$ cat src/rtl/load_store_unit.sv
// rtl/load_store_unit.sv - multi-cycle load/store unit bridging the core memory port to a req/gnt/rvalid data bus
module load_store_unit #(
    parameter int TIMEOUT = 255
) (
    input  logic        clk,
    input  logic        reset,
    input  logic        MemRead,
    input  logic        MemWrite,
    input  logic [2:0]  Funct3,
    input  logic [31:0] ALUResult,
    input  logic [31:0] WriteData,
    output logic [31:0] ReadData,
    output logic        Stall,
    output logic        AccessErr,
    output logic        BusErr,
    output logic        bus_req,
    output logic        bus_we,
    output logic [31:0] bus_addr,
    output logic [3:0]  bus_be,
    output logic [31:0] bus_wdata,
    input  logic        bus_gnt,
    input  logic        bus_rvalid,
    input  logic [31:0] bus_rdata
);

    typedef enum logic [1:0] {IDLE, REQ, RESP, DONE} state_t;

    localparam logic [7:0] TMO_LIMIT = 8'(TIMEOUT);

    state_t      state;
    logic [7:0]  tcnt;
    logic [2:0]  f3_q;
    logic [1:0]  off_q;

    logic        access;
    logic        legal;
    logic        aligned;
    logic [3:0]  be_next;
    logic [31:0] wdata_next;
    logic [31:0] lane;
    logic [31:0] load_val;
    logic [7:0]  tcnt_inc;
    logic        tmo;

    always_comb begin
        access = MemRead | MemWrite;

        legal = 1'b0;
        if (MemRead && !MemWrite)
            legal = Funct3 inside {3'b000, 3'b001, 3'b010, 3'b100, 3'b101};
        else if (MemWrite && !MemRead)
            legal = Funct3 inside {3'b000, 3'b001, 3'b010};

        case (Funct3[1:0])
            2'b01:   aligned = ~ALUResult[0];
            2'b10:   aligned = (ALUResult[1:0] == 2'b00);
            default: aligned = 1'b1;
        endcase

        // Stores replicate the datum across lanes so the slave may pick any lane by bus_be.
        case (Funct3[1:0])
            2'b00: begin
                be_next    = 4'b0001 << ALUResult[1:0];
                wdata_next = {4{WriteData[7:0]}};
            end
            2'b01: begin
                be_next    = 4'b0011 << ALUResult[1:0];
                wdata_next = {2{WriteData[15:0]}};
            end
            default: begin
                be_next    = 4'b1111;
                wdata_next = WriteData;
            end
        endcase
        if (!MemWrite)
            be_next = 4'b1111;

        lane = bus_rdata >> {off_q, 3'b000};
        case (f3_q)
            3'b000:  load_val = {{24{lane[7]}}, lane[7:0]};
            3'b001:  load_val = {{16{lane[15]}}, lane[15:0]};
            3'b100:  load_val = {24'd0, lane[7:0]};
            3'b101:  load_val = {16'd0, lane[15:0]};
            default: load_val = lane;
        endcase

        tcnt_inc = tcnt + 8'd1;
        tmo      = (tcnt_inc == TMO_LIMIT);

        Stall = access & (state != DONE) & ~reset;
    end

    always_ff @(posedge clk or posedge reset) begin
        if (reset) begin
            state     <= IDLE;
            tcnt      <= 8'd0;
            f3_q      <= 3'd0;
            off_q     <= 2'd0;
            ReadData  <= 32'd0;
            AccessErr <= 1'b0;
            BusErr    <= 1'b0;
            bus_req   <= 1'b0;
            bus_we    <= 1'b0;
            bus_addr  <= 32'd0;
            bus_be    <= 4'd0;
            bus_wdata <= 32'd0;
        end else begin
            AccessErr <= 1'b0;
            BusErr    <= 1'b0;
            case (state)
                IDLE: begin
                    if (access) begin
                        if (legal && aligned) begin
                            state     <= REQ;
                            bus_req   <= 1'b1;
                            bus_we    <= MemWrite;
                            bus_addr  <= {ALUResult[31:2], 2'b00};
                            bus_be    <= be_next;
                            bus_wdata <= wdata_next;
                            f3_q      <= Funct3;
                            off_q     <= ALUResult[1:0];
                            tcnt      <= 8'd0;
                        end else begin
                            state     <= DONE;
                            AccessErr <= 1'b1;
                        end
                    end
                end
                REQ: begin
                    tcnt <= tcnt_inc;
                    // A grant landing on the final budget cycle still loses to the timeout.
                    if (tmo) begin
                        bus_req <= 1'b0;
                        BusErr  <= 1'b1;
                        state   <= DONE;
                        if (!bus_we)
                            ReadData <= 32'd0;
                    end else if (bus_gnt) begin
                        bus_req <= 1'b0;
                        state   <= RESP;
                    end
                end
                RESP: begin
                    tcnt <= tcnt_inc;
                    if (bus_rvalid) begin
                        if (!bus_we)
                            ReadData <= load_val;
                        state <= DONE;
                    end else if (tmo) begin
                        BusErr <= 1'b1;
                        state  <= DONE;
                        if (!bus_we)
                            ReadData <= 32'd0;
                    end
                end
                default: state <= IDLE;
            endcase
        end
    end

endmodule

$ cat config.mk
export PLATFORM = sky130hd
export DESIGN_NAME = load_store_unit
export DESIGN_NICKNAME = d
export VERILOG_FILES = /design/src/rtl/load_store_unit.sv
export SDC_FILE = /design/constraint.sdc
export NUM_CORES = 1
export LEC_CHECK = 0
export CAP_MARGIN = 20
export CORE_MARGIN = 4
export CORE_UTILIZATION = 55
export DETAILED_ROUTE_END_ITERATION = 8
export DONT_BUFFER_PORTS = 1
export GPL_ROUTABILITY_DRIVEN = 0
export PLACE_DENSITY = 0.7
export SLEW_MARGIN = 40
export SYNTH_ARGS = -nofsm -noshare
export SYNTH_HDL_FRONTEND = slang
export SYNTH_SLANG_ARGS = --single-unit
$ cat constraint.sdc
create_clock -name clk -period 6.5 [get_ports clk]
set_clock_uncertainty 0.2 [all_clocks]
set_input_delay 0.975 -clock clk [delete_from_list [all_inputs] [get_ports clk]]
set_output_delay 0.975 -clock clk [all_outputs]
set_load 0.02 [all_outputs]
==> results of run 1 <==
==> cell usage in the layout, fill, tap and decap left out, types with 2 or more instances in the layout <==
master	n
or2_2	4
a22o_1	10
a31oi_1	12
clkbuf_8	5
mux2_2	55
nor2_1	40
buf_4	3
ha_1	9
a22oi_1	17
o21ai_0	28
and2_1	2
clkinv_4	3
a211oi_1	3
nor3_1	2
bufinv_16	3
inv_1	9
o2bb2ai_1	27
clkbuf_16	16
clkinvlp_4	4
o21bai_1	2
dfrtp_1	117
nor2b_1	7
nand2_1	38
nand2b_1	4
nand3_1	5
conb_1	2
a21oi_1	46
mux2i_1	25
==> path summary, 6_finish.rpt <==
| check | start | to | depth (start not counted) |
|---|---|---|---|
| setup reg to reg | off_q[1] | ReadData[16] | 6 |
| max in group asynchronous | reset | bus_be[0] | 2 |
| min in group clk | tcnt[6] | tcnt[6] | 2 |
| setup / recovery | Funct3[1] | bus_addr[3] | 7 |
| hold / removal | reset | bus_addr[9] | 1 |
| hold reg to reg | tcnt[6] | tcnt[6] | 2 |
==> kinds of logic after synthesis <==
group | Yosys count | share of synthesized area, %
buffers and inverters | 46 | 3.53
multiplexers | 80 | 15.6
AO/OA/AOI/OAI | 149 | 17.5
other | 1 | 0.0674
adder cells (fa/ha/maj) | 9 | 2.02
AND/OR/NAND/NOR | 107 | 8.52
flip-flops | 117 | 52.6
XOR/XNOR | 1 | 0.157
==> flip-flops by register name, indices dropped and copies added (netlist names) <==
register	count
bus_be	4
bus_wdata	32
tcnt	8
BusErr	1
ReadData	32
AccessErr	1
bus_we	1
state	2
bus_req	1
bus_addr	30
f3_q	3
off_q	2
==> cells in the mapped netlist (5+ instances only) <==
master / instances / area (µm²)
a21oi_1: 46 / 230
a22o_1: 10 / 87.6
a22oi_1: 17 / 128
a31oi_1: 12 / 75.1
buf_1: 7 / 26.3
buf_2: 7 / 35.0
clkbuf_1: 19 / 71.3
dfrtp_1: 117 / 2930
ha_1: 9 / 113
inv_1: 10 / 37.5
mux2_2: 55 / 619
mux2i_1: 25 / 250
nand2_1: 38 / 143
nand3_1: 5 / 25.0
nor2_1: 40 / 150
nor2b_1: 7 / 43.8
o21ai_0: 28 / 140
o2bb2ai_1: 27 / 236
==> area by class of cell <==
cell class / count / share of cell area, %
inverter: 10 / 0.639
multi-input combinational: 348 / 39.2
sequential: 117 / 46.8
clock inverter: 10 / 2.34
timing repair buffer: 5 / 0.859
tap: 133 / 2.66
clock buffer: 22 / 7.55
==> through the flow <==
stage	instance area (µm²)	hold WS, ns	worst slack (ns)	utilization [%]	cells
4_1_cts	6260	0.211	3.28	63.7	645
3_5_place_dp	5640	0.332	2.75	57.4	613
2_1_floorplan	5570	0.293	2.22	-	511
3_3_place_gp	5610	0.322	2.81	57.1	612
6_report	6260	0.209	3.27	63.8	645
5_1_grt	6260	0.248	3.00	63.8	645
==> routing by layer <==
| metal | global-route usage (%) | wire length [µm] | vias up |
|---|---|---|---|
| met5 | 0 | 0 | - |
| met4 | 8.84 | 276 | 0 |
| met3 | 8.66 | 1350 | 27 |
| met2 | 35.9 | 6390 | 179 |
| met1 | 30.7 | 5400 | 1894 |
| li1 | - | - | 1817 |
==> power by group through the flow <==
stage	logic, µW	clock network [µW]	registers, µW
after floorplan	778	0	1640
after global placement	859	0	1760
after detailed placement	902	0	1770
after CTS	909	969	1770
after global routing	1030	1010	1810
final	905	955	1760
==> results.md, run 1 <==
* Comb pwr share at roughly a quarter
* # nets final at roughly 610
* Buffers and inverters on the worst path at 2
* Filler cells at between 800 and 900
* Number of library cell types mapped by synthesis at 36
* Critical-path cell list: inv_1 > ha_1 > o21bai_1 > a211oi_1 > and2_4 > buf_12 > mux2_2
* Final hold vios at 0
* Period utilization at 49.7%
* Die area at between 10,000 and 15,000 µm²
* DR DRC count at 0
* Clock Path Buffers at 2
* CTS tree: yes
* Core ar. at between 9000 and 10,000 µm²
* Finish-stage setup viols at 0
* Top_reg_cell synth: dfrtp_1
* Post-Route Setup TNS at 0 ns
* Relative slew slack at 50.0%
* First-pass GRT wire length at 21,300 µm
* Post-synthesis sequential area ratio at between 50% and 60%
* CP arrival at 3.43 ns
* Placement Rows at 36
* Clk Latency, worst-skew pair at 0.52 ns
* Routed via count at around 3,900
* Pre-Repair DR Iteration Count at 4
* Post-CTS setup buffer count at 0
* CP max FO at between 50 and 60
* P_int at between 2000 and 2500 µW
* Status: completed
* DR iter-0 viols at 358
* Worst path required time at roughly 6.7 ns
* Clock network power share at around a quarter
* Setup Crit Path Kind: primary input to flop
* # IOs at between 200 and 250
* Number of enable flip-flop cells after synthesis at 0
* Post-route ant nets at 0
* Initial antenna violation count at 0
* CP Capture Type: flop
* GRT Residual Overflow at 0
* Seq pwr share at between 40 and 50%
* Net Switching at approximately 1500 µW
* Diode count at 0
* Largest stage delay, worst path at between 0.5 and 0.6 ns
* Largest net degree at the start of global routing at slightly below 70
* Multi-input logic area at between 2000 and 2500 µm²
* Height of the die at ~110 µm
* IO Port Bufs at 0
* Register bit total from synthesis at between 100 and 150
* Final HPWL DP at 9810 µm
* Global Route Usage Sum at around a quarter
* Max rail drop VDD at between 0.2 and 0.25 mV
* CTS Hold Bufs at 0
* Clock slew at reported path FFs at about 0.06 ns
* Max-cap viol count at 0
* Seq. cell area at between 2000 and 3000 µm²
* Mapped Area at between 5000 and 6000 µm²
* Post-DR wirelength/cell at 20.8 µm
* Layout cells sized above 1 at between 10% and 20%
* CP top delay family: compound AO/OA/AOI/OAI gates
* CTS Root Cell: clkbuf_8
* Post_cts resized at 0
* Worst setup SP type: primary input
* Ys async rst share at 100%
* Mapped Cells at 510
* Post-synthesis average cell area at 10.9 µm²
* Min Tclk post-route at about 3.2 ns
* Slew Viols, Final at 0
* Die X-Extent at roughly 110 µm
* Area growth syn-to-layout at 12.5%
* Via-to-Cell Ratio at between 6 and 7
* Clk sinks at around 120
* H-tree depth at 4
* FF-to-FF setup slack at ~3.6 ns
* Switch share at roughly 40%
* Fmax at slightly above 300 MHz
* Setup repair after global routing missed its margin: no
* Pin slew with the least headroom to its limit at 0.748 ns
* Power per cell area at 578 nW/µm²
* Initial Util at 56.7%
* Worst Hold Class: primary input to asynchronous set/reset pin
* Crit-path slowest cell: and2_4
* Vias in the first global route at a little over 4,000
* Final WL at around 13,000 µm
* Synth warnings at 0
* Overall Power at around 3600 µW
* CTS buffer count at 17
* Leak Pwr at approximately 0.0027 µW
Note: power is estimated with default switching activity, not from simulation.
==> inputs of run 2 (changes only) <==
- PLACE_DENSITY: 0.7 -> 0.73
- clock period: 6.5 -> 2.92 ns (I/O delays scaled with it)
==> run 2 against run 1 <==
  * First-iteration DRC count is 18% higher
  * Via count is 16% higher
  * Sequential share of layout area is 6.4 points lower
  * Die area stayed put
  * Non-clock buffer count is 99 higher
  * Worst hold slack worse by 0.17 ns
  * Sequential cell count stayed put
  * Sequential power is 120% higher
  * Largest power group unchanged
  * Highest routed layer unchanged
==> results.md, run 2 (synthesis results as in run 1) <==
* Status: completed (unchanged)
* Finished Layout Cells at 744 (was 645)
* Worst Hold Class: primary input to flop (was primary input to asynchronous set/reset pin)
* Critical-path cell list: nand3_1 > or3_1 > a22o_1 > or3_4 > o31a_1 > buf_4 > a22o_1 (was inv_1 > ha_1 > o21bai_1 > a211oi_1 > and2_4 > buf_12 > mux2_2)
* # nets final at 712 (was 613)
* Largest net degree at the start of global routing at 118 (was 69)
* Worst path required time at 3.11 ns (was 6.70 ns)
* Period utilization at between 90% and 100%
* Largest stage delay, worst path at 0.47 ns (was 0.57 ns)
* Filler cells at 697 (was 809)
* Max-cap viol count at 0 (unchanged)
* # IOs at 210 (unchanged)
* Pin slew with the least headroom to its limit at 0.763 ns (was 0.748 ns)
* Fmax at between 300 and 400 MHz
* Area growth syn-to-layout at 30.5% (was 12.5%)
* Post-CTS setup buffer count at 0 (unchanged)
* Global Route Usage Sum at 27.8% (was 23.5%)
* Vias in the first global route at 4,744 (was 4,038)
* Overall Power at 8550 µW (was 3620 µW)
* Via-to-Cell Ratio at 6.11 (was 6.07)
* H-tree depth at 4 (unchanged)
* Final WL at 16,300 µm (was 13,400 µm)
* CTS buffer count at 17 (unchanged)
* CTS tree: yes (unchanged)
* Worst setup SP type: flop (was primary input)
* Die area at 11,800 µm² (unchanged)
* Height of the die at 109 µm (unchanged)
* Clk sinks at 117 (unchanged)
* GRT Residual Overflow at 0 (unchanged)
* Post-placement cell count at 625 (was 613)
* DR DRC count at 0 (unchanged)
* Slew Viols, Final at 0 (unchanged)
* Setup Crit Path Kind: flop to flop (was primary input to flop)
* Crit-path slowest cell: dfrtp_1 (was and2_4)
* Power per cell area at 1180 nW/µm² (was 578 nW/µm²)
* Diode count at 0 (unchanged)
* Leak Pwr at 0.00312 µW (was 0.00267 µW)
* Pre-Repair DR Iteration Count at 5 (was 4)
* Worst hold slack at 0.0387 ns (was 0.209 ns)
* Die X-Extent at 109 µm (unchanged)
* Clk Latency, worst-skew pair at 0.51 ns (was 0.52 ns)
* Initial antenna violation count at 0 (unchanged)
* DR iter-0 viols at 422 (was 358)
* Setup repair after global routing missed its margin: no (unchanged)
* Final HPWL DP at 10,300 µm (was 9810 µm)
* Post-DR wirelength/cell at 21.9 µm (was 20.8 µm)
* Post-route ant nets at 0 (unchanged)
* Clock slew at reported path FFs at 0.06 ns (about the same)
* CP Capture Type: flop (unchanged)
* Placement Rows at 36 (unchanged)
* Max rail drop VDD at 0.709 mV (was 0.240 mV)
* IO Port Bufs at 0 (unchanged)
* Top flop regs: ReadData (32), bus_wdata (32), bus_addr (30) (unchanged)
* Min Tclk post-route at between 2 and 3 ns
* Clock Path Buffers at 2 (unchanged)
* Finish-stage setup viols at 0 (unchanged)
* Routed via count at 4,547 (was 3,917)
* Worst path most repeated cell: a22o_1
* First-pass GRT wire length at 24,800 µm (was 21,300 µm)
* Relative slew slack at 47.7% (was 50.0%)
* Initial Util at 56.7% (unchanged)
* CP arrival at 2.95 ns (was 3.43 ns)
* CP max FO at 32 (was 54)
* CTS Root Cell: clkbuf_8 (unchanged)
* Post-Route Setup TNS at 0 ns (unchanged)
* Final hold vios at 0 (unchanged)
* Core ar. at 9820 µm² (unchanged)
* Most common cell after layout, fill and taps aside: dfrtp_1 (unchanged)
* Most frequent cells in the layout: 117 x dfrtp_1, 87 x dlygate4sd3_1, 55 x mux2_2 (was 117 x dfrtp_1, 55 x mux2_2, 46 x a21oi_1)
* Layout cells sized above 1 at 18.0% (was 19.3%)
run 2: changes by cell type in the layout (fill, tap and decap cells not counted), moves of 3 or more:
cell,before,now
dlygate4sd3_1,0,87
clkinv_4,3,0
clkinv_2,0,3
buf_4,3,14
run 2: area by class of cell:
type | instances | area, µm² | share of cell area [%]
Sequential cell | 117 | 2930 | 40.3
Multi-Input combinational cell | 348 | 2450 | 33.8
Timing Repair Buffer | 104 | 1040 | 14.3
Clock buffer | 23 | 467 | 6.43
Clock inverter | 9 | 173 | 2.38
Tap cell | 133 | 166 | 2.29
Inverter | 10 | 41.3 | 0.568
run 2: timing repair:
item | in CTS | in global routing
hold buffers | 87 | 0
gates resized for setup | 0 | 1
hold endpoints to repair | 200 | 0
setup endpoints to repair | 0 | 6
run 2: layer usage:
metal / vias to the layer above / wire, µm / track usage, % / share of wire (%)
li1: 2011 / - / - / -
met1: 2217 / 6050 / 33.5 / 37
met2: 275 / 8040 / 44.7 / 49
met3: 44 / 1670 / 9.73 / 10
met4: 0 / 498 / 13.3 / 3.1
met5: - / 0 / 0 / 0
run 2: metrics by stage:
stage	utilization, %	worst slack, ns	instance area [µm²]
3_5_place_dp	58.5	0.204	5750
6_report	74.0	0.168	7260
3_3_place_gp	58.5	0.273	5750
2_1_floorplan	-	0.291	5570
5_1_grt	74.0	0.000865	7260
4_1_cts	73.9	0.188	7260
run 2: worst paths after layout:
kind	startpoint	endpoint	slack, ns	depth (start not counted)
max	tcnt[0]	ReadData[6]	0.17	7
min	WriteData[10]	bus_wdata[26]	0.04	2
max reg2reg	tcnt[0]	ReadData[6]	0.17	7
min reg2reg	f3_q[0]	f3_q[0]	0.36	1
max in group asynchronous	reset	bus_be[3]	1.67	3
min in group asynchronous	reset	tcnt[3]	0.35	3
run 2: critical path, delay by kind of cell, from the launching register on:
kind	cells	cell delay, ns
simple gates	3	0.90
compound gates	3	0.81
flops	1	0.47
buf+inv	1	0.24
run 2: where the power goes:
group / internal [µW] / switching, µW
Clock: 1540 / 713
Combinational: 1160 / 1210
Sequential: 2380 / 1550
Total: 5080 / 3470
==> inputs of run 3 (changes only) <==
- ABC_AREA: not set -> 1
==> run 3 against run 2 <==
  * Combinational power grew 25%
  * Sequential power fell by 1%
  * Sequential cell count unchanged
  * Total power increased by 3.7%
  * Largest cell class unchanged
  * Highest routed layer unchanged
==> results.md, run 3 <==
* Most frequent cells in the layout: 263 x nand2_1, 117 x dfrtp_1, 78 x a21oi_1 (was 117 x dfrtp_1, 87 x dlygate4sd3_1, 55 x mux2_2)
* Ys async rst share at 100% (unchanged)
* Vias in the first global route at 5,708 (was 4,744)
* Number of enable flip-flop cells after synthesis at 0 (unchanged)
* Filler cells at 903 (was 697)
* Global Route Usage Sum at 27.3% (was 27.8%)
* Max-cap viol count at 0 (unchanged)
* Post-synthesis adder-cell area fraction at 1.81% (was 2.02%)
* Layout cells sized above 1 at 8.28% (was 18.0%)
* Setup repair after global routing missed its margin: no (unchanged)
* Finished Layout Cells at 998 (was 744)
* Most common cell after layout, fill and taps aside: nand2_1 (was dfrtp_1)
* Most instantiated cells after synthesis: 263 x nand2_1, 117 x dfrtp_1, 78 x a21oi_1 (was 117 x dfrtp_1, 55 x mux2_2, 46 x a21oi_1)
* Clock slew at reported path FFs at 0.05 ns (was 0.06 ns)
* Post_cts resized at 0 (unchanged)
* Seq pwr share at 43.8% (was 46.0%)
* Die area at 13,100 µm² (was 11,800 µm²)
* Area leader, netlist: dfrtp_1 (unchanged)
* Diode count at 0 (unchanged)
* Synth warnings at 0 (unchanged)
* DR DRC count at 0 (unchanged)
* # IOs at 210 (unchanged)
* Fmax at 421 MHz (was 363 MHz)
* Met1 Routed Length at 6320 µm (was 6050 µm)
* Top cell type's share of synthesized area at 47.1% (was 52.6%)
* Post-synthesis xor/xnor area fraction at 0.282% (was 0.157%)
* Post-Route Setup TNS at 0 ns (unchanged)
* CTS Hold Bufs at 38 (was 87)
* CTS Root Cell: clkbuf_16 (was clkbuf_8)
* Setup Crit Path Kind: flop to flop (unchanged)
* Worst path required time at 3.01 ns (was 3.11 ns)
* First-pass GRT wire length at 28,000 µm (was 24,800 µm)
* Post-CTS setup buffer count at 0 (unchanged)
* Final HPWL DP at 12,300 µm (was 10,300 µm)
* Critical-path cell list: ha_1 > nand2_1 > nand2_1 > nor2_1 > nand3_1 > nor2_4 > nand3_2 > buf_4 > nand3_1 > a21oi_1 (was nand3_1 > or3_1 > a22o_1 > or3_4 > o31a_1 > buf_4 > a22o_1)
* # nets final at 959 (was 712)
* Top_reg_cell synth: dfrtp_1 (unchanged)
* Register bit total from synthesis at 117 (unchanged)
* Post-route ant nets at 0 (unchanged)
* CP arrival at 2.47 ns (was 2.95 ns)
* Worst Hold Class: primary input to flop (unchanged)
* Die X-Extent at 114 µm (was 109 µm)
* Ranking of synthesized cells by area: dfrtp_1 47%, nand2_1 16%, a21oi_1 6.3% (was dfrtp_1 53%, mux2_2 11%, mux2i_1 4.5%)
* Post-synthesis sequential area ratio at 47.1% (was 52.6%)
* Status: completed (unchanged)
* Final hold vios at 0 (unchanged)
* Max rail drop VDD at 0.641 mV (was 0.709 mV)
* Met3 wire len at 1890 µm (was 1670 µm)
* Routed via count at 5,697 (was 4,547)
* Net Switching at 4090 µW (was 3470 µW)
* Worst setup SP type: flop (unchanged)
* Worst hold slack at 0.0212 ns (was 0.0387 ns)
* Relative slew slack at 57.1% (was 47.7%)
* P_int at 4780 µW (was 5080 µW)
* Crit-path slowest cell: dfrtp_1 (unchanged)
* Uppermost routed layer: met4 (unchanged)
* Post-synthesis mux area share at 0% (was 15.6%)
* Top flop regs: ReadData (32), bus_wdata (32), bus_addr (30) (unchanged)
* Initial antenna violation count at 0 (unchanged)
* Initial Util at 56.8% (was 56.7%)
* Clk Latency, worst-skew pair at 0.41 ns (was 0.51 ns)
* CTS tree: yes (unchanged)
* Compound-Gate Fraction of Synth Area at 16.8% (was 17.5%)
* Finish-stage setup viols at 0 (unchanged)
* Clk sinks at 117 (unchanged)
* Post-placement cell count at 928 (was 625)
* Design Area, Final at 7240 µm² (was 7260 µm²)
* Power per cell area at 1220 nW/µm² (was 1180 nW/µm²)
* Final WL at 17,300 µm (was 16,300 µm)
* Post-DR wirelength/cell at 17.4 µm (was 21.9 µm)
* Placed cell area at 6280 µm² (was 5750 µm²)
* Clock Path Buffers at 2 (unchanged)
* Routed wl met2 at 8610 µm (was 8040 µm)
* Comb pwr share at 33.3% (was 27.7%)
* Switch share at 46.1% (was 40.6%)
* DR iter-0 viols at 506 (was 422)
* Height of the die at 114 µm (was 109 µm)
* Via-to-Cell Ratio at 5.71 (was 6.11)
* Overall Power at 8860 µW (was 8550 µW)
* Largest family of logic cells by synthesized area: simple AND/OR/NAND/NOR gates (was compound AO/OA/AOI/OAI gates)
* CP max FO at 20 (was 32)
* Mapped Cells at 820 (was 510)
* Most common cell in the netlist: nand2_1 (was dfrtp_1)
* H-tree depth at 4 (unchanged)
* Clock network power share at 22.9% (was 26.3%)
* CTS buffer count at 17 (unchanged)
* Period utilization at 81.3% (was 94.2%)
* GRT Residual Overflow at 0 (unchanged)
* Largest net degree at the start of global routing at 76 (was 118)
* CP Capture Type: flop (unchanged)
* Number of library cell types mapped by synthesis at 27 (was 36)
* Leak Pwr at 0.00355 µW (was 0.00312 µW)
* Core ar. at 10,900 µm² (was 9820 µm²)
* IO Port Bufs at 0 (unchanged)
* Mapped Area at 6220 µm² (was 5570 µm²)
* Largest stage delay, worst path at 0.43 ns (was 0.47 ns)
* Placement Rows at 38 (was 36)
* Multi-input logic area at 2820 µm² (was 2450 µm²)
* Post-synthesis average cell area at 7.58 µm² (was 10.9 µm²)
* Slew Viols, Final at 0 (unchanged)
* Pre-Repair DR Iteration Count at 6 (was 5)
* Min Tclk post-route at 2.37 ns (was 2.75 ns)
* Area growth syn-to-layout at 16.5% (was 30.5%)
* Synth Area in Simple Gates at 26.2% (was 8.52%)
* Seq. cell area at 2930 µm² (unchanged)
* Pin slew with the least headroom to its limit at 0.639 ns (was 0.763 ns)
[run 3: cell types whose count changed after synthesis, sizes merged, moves of 17 or more]
| cell | delta |
|---|---|
| mux2i | -25 |
| a21oi | +38 |
| nand2 | +228 |
| mux2 | -55 |
| o21ai | +49 |
| nand3 | +65 |
| o2bb2ai | -27 |
| a22oi | -17 |
| nor2 | +20 |
| inv | +44 |
| o211ai | +22 |
[run 3: path summary, 6_finish.rpt]
path | from | end | slack (ns) | cells after the start
hold reg to reg | f3_q[2] | f3_q[2] | 0.34 | 2
setup reg to reg | tcnt[0] | ReadData[20] | 0.55 | 10
hold / removal | WriteData[15] | bus_wdata[15] | 0.02 | 2
min in group asynchronous | reset | bus_wdata[3] | 0.36 | 2
setup / recovery | tcnt[0] | ReadData[20] | 0.55 | 10
max in group asynchronous | reset | bus_wdata[20] | 1.47 | 3
[run 3: metal layers]
metal,vias to the layer above,global-route usage (%)
met3,41,10.4
met5,-,0
li1,2724,-
met1,2649,30.9
met2,283,45.1
met4,0,13.8
[run 3: area by class of cell]
| type | count | share of cell area (%) |
|---|---|---|
| clock buffers | 23 | 6.60 |
| clock inverters | 9 | 1.40 |
| inverters | 54 | 2.85 |
| multi-input cells | 599 | 38.9 |
| flip-flops and latches | 117 | 40.4 |
| well taps | 140 | 2.42 |
| repair buffers | 56 | 7.46 |
[run 3: through the flow]
stage	utilization, %	setup slack [ns]
final	66.2	0.546
after global routing	66.2	0.306
after CTS	66.2	0.561
after detailed placement	57.5	0.397
after global placement	57.5	0.519
after floorplan	-	0.855
[run 3: critical path, delay by kind of cell (launching register included)]
kind	cells	cell delay [ns]
fa+ha+maj	1	0.25
flops	1	0.43
simple gates	7	0.96
compound gates	1	0.07
buf+inv	1	0.34
[run 3: cells by family (layout without fill, tap and decap cells)]
family | Yosys count | in the layout
other | 1 | 2
xor gates and xnor gates | 2 | 2
buffers and inverters | 105 | 142
DFF | 117 | 117
adders and majority gates | 9 | 9
and+or+nand+nor | 399 | 399
AOI/OAI and AO/OA | 187 | 187
[run 3: power by group through the flow]
stage / Clock (µW) / Combinational, µW / Sequential (µW)
2_1_floorplan: 0 / 2390 / 3640
3_3_place_gp: 0 / 2770 / 3890
3_5_place_dp: 0 / 2890 / 3910
4_1_cts: 2060 / 2930 / 3900
5_1_grt: 2130 / 3390 / 3990
6_report: 2030 / 2950 / 3880
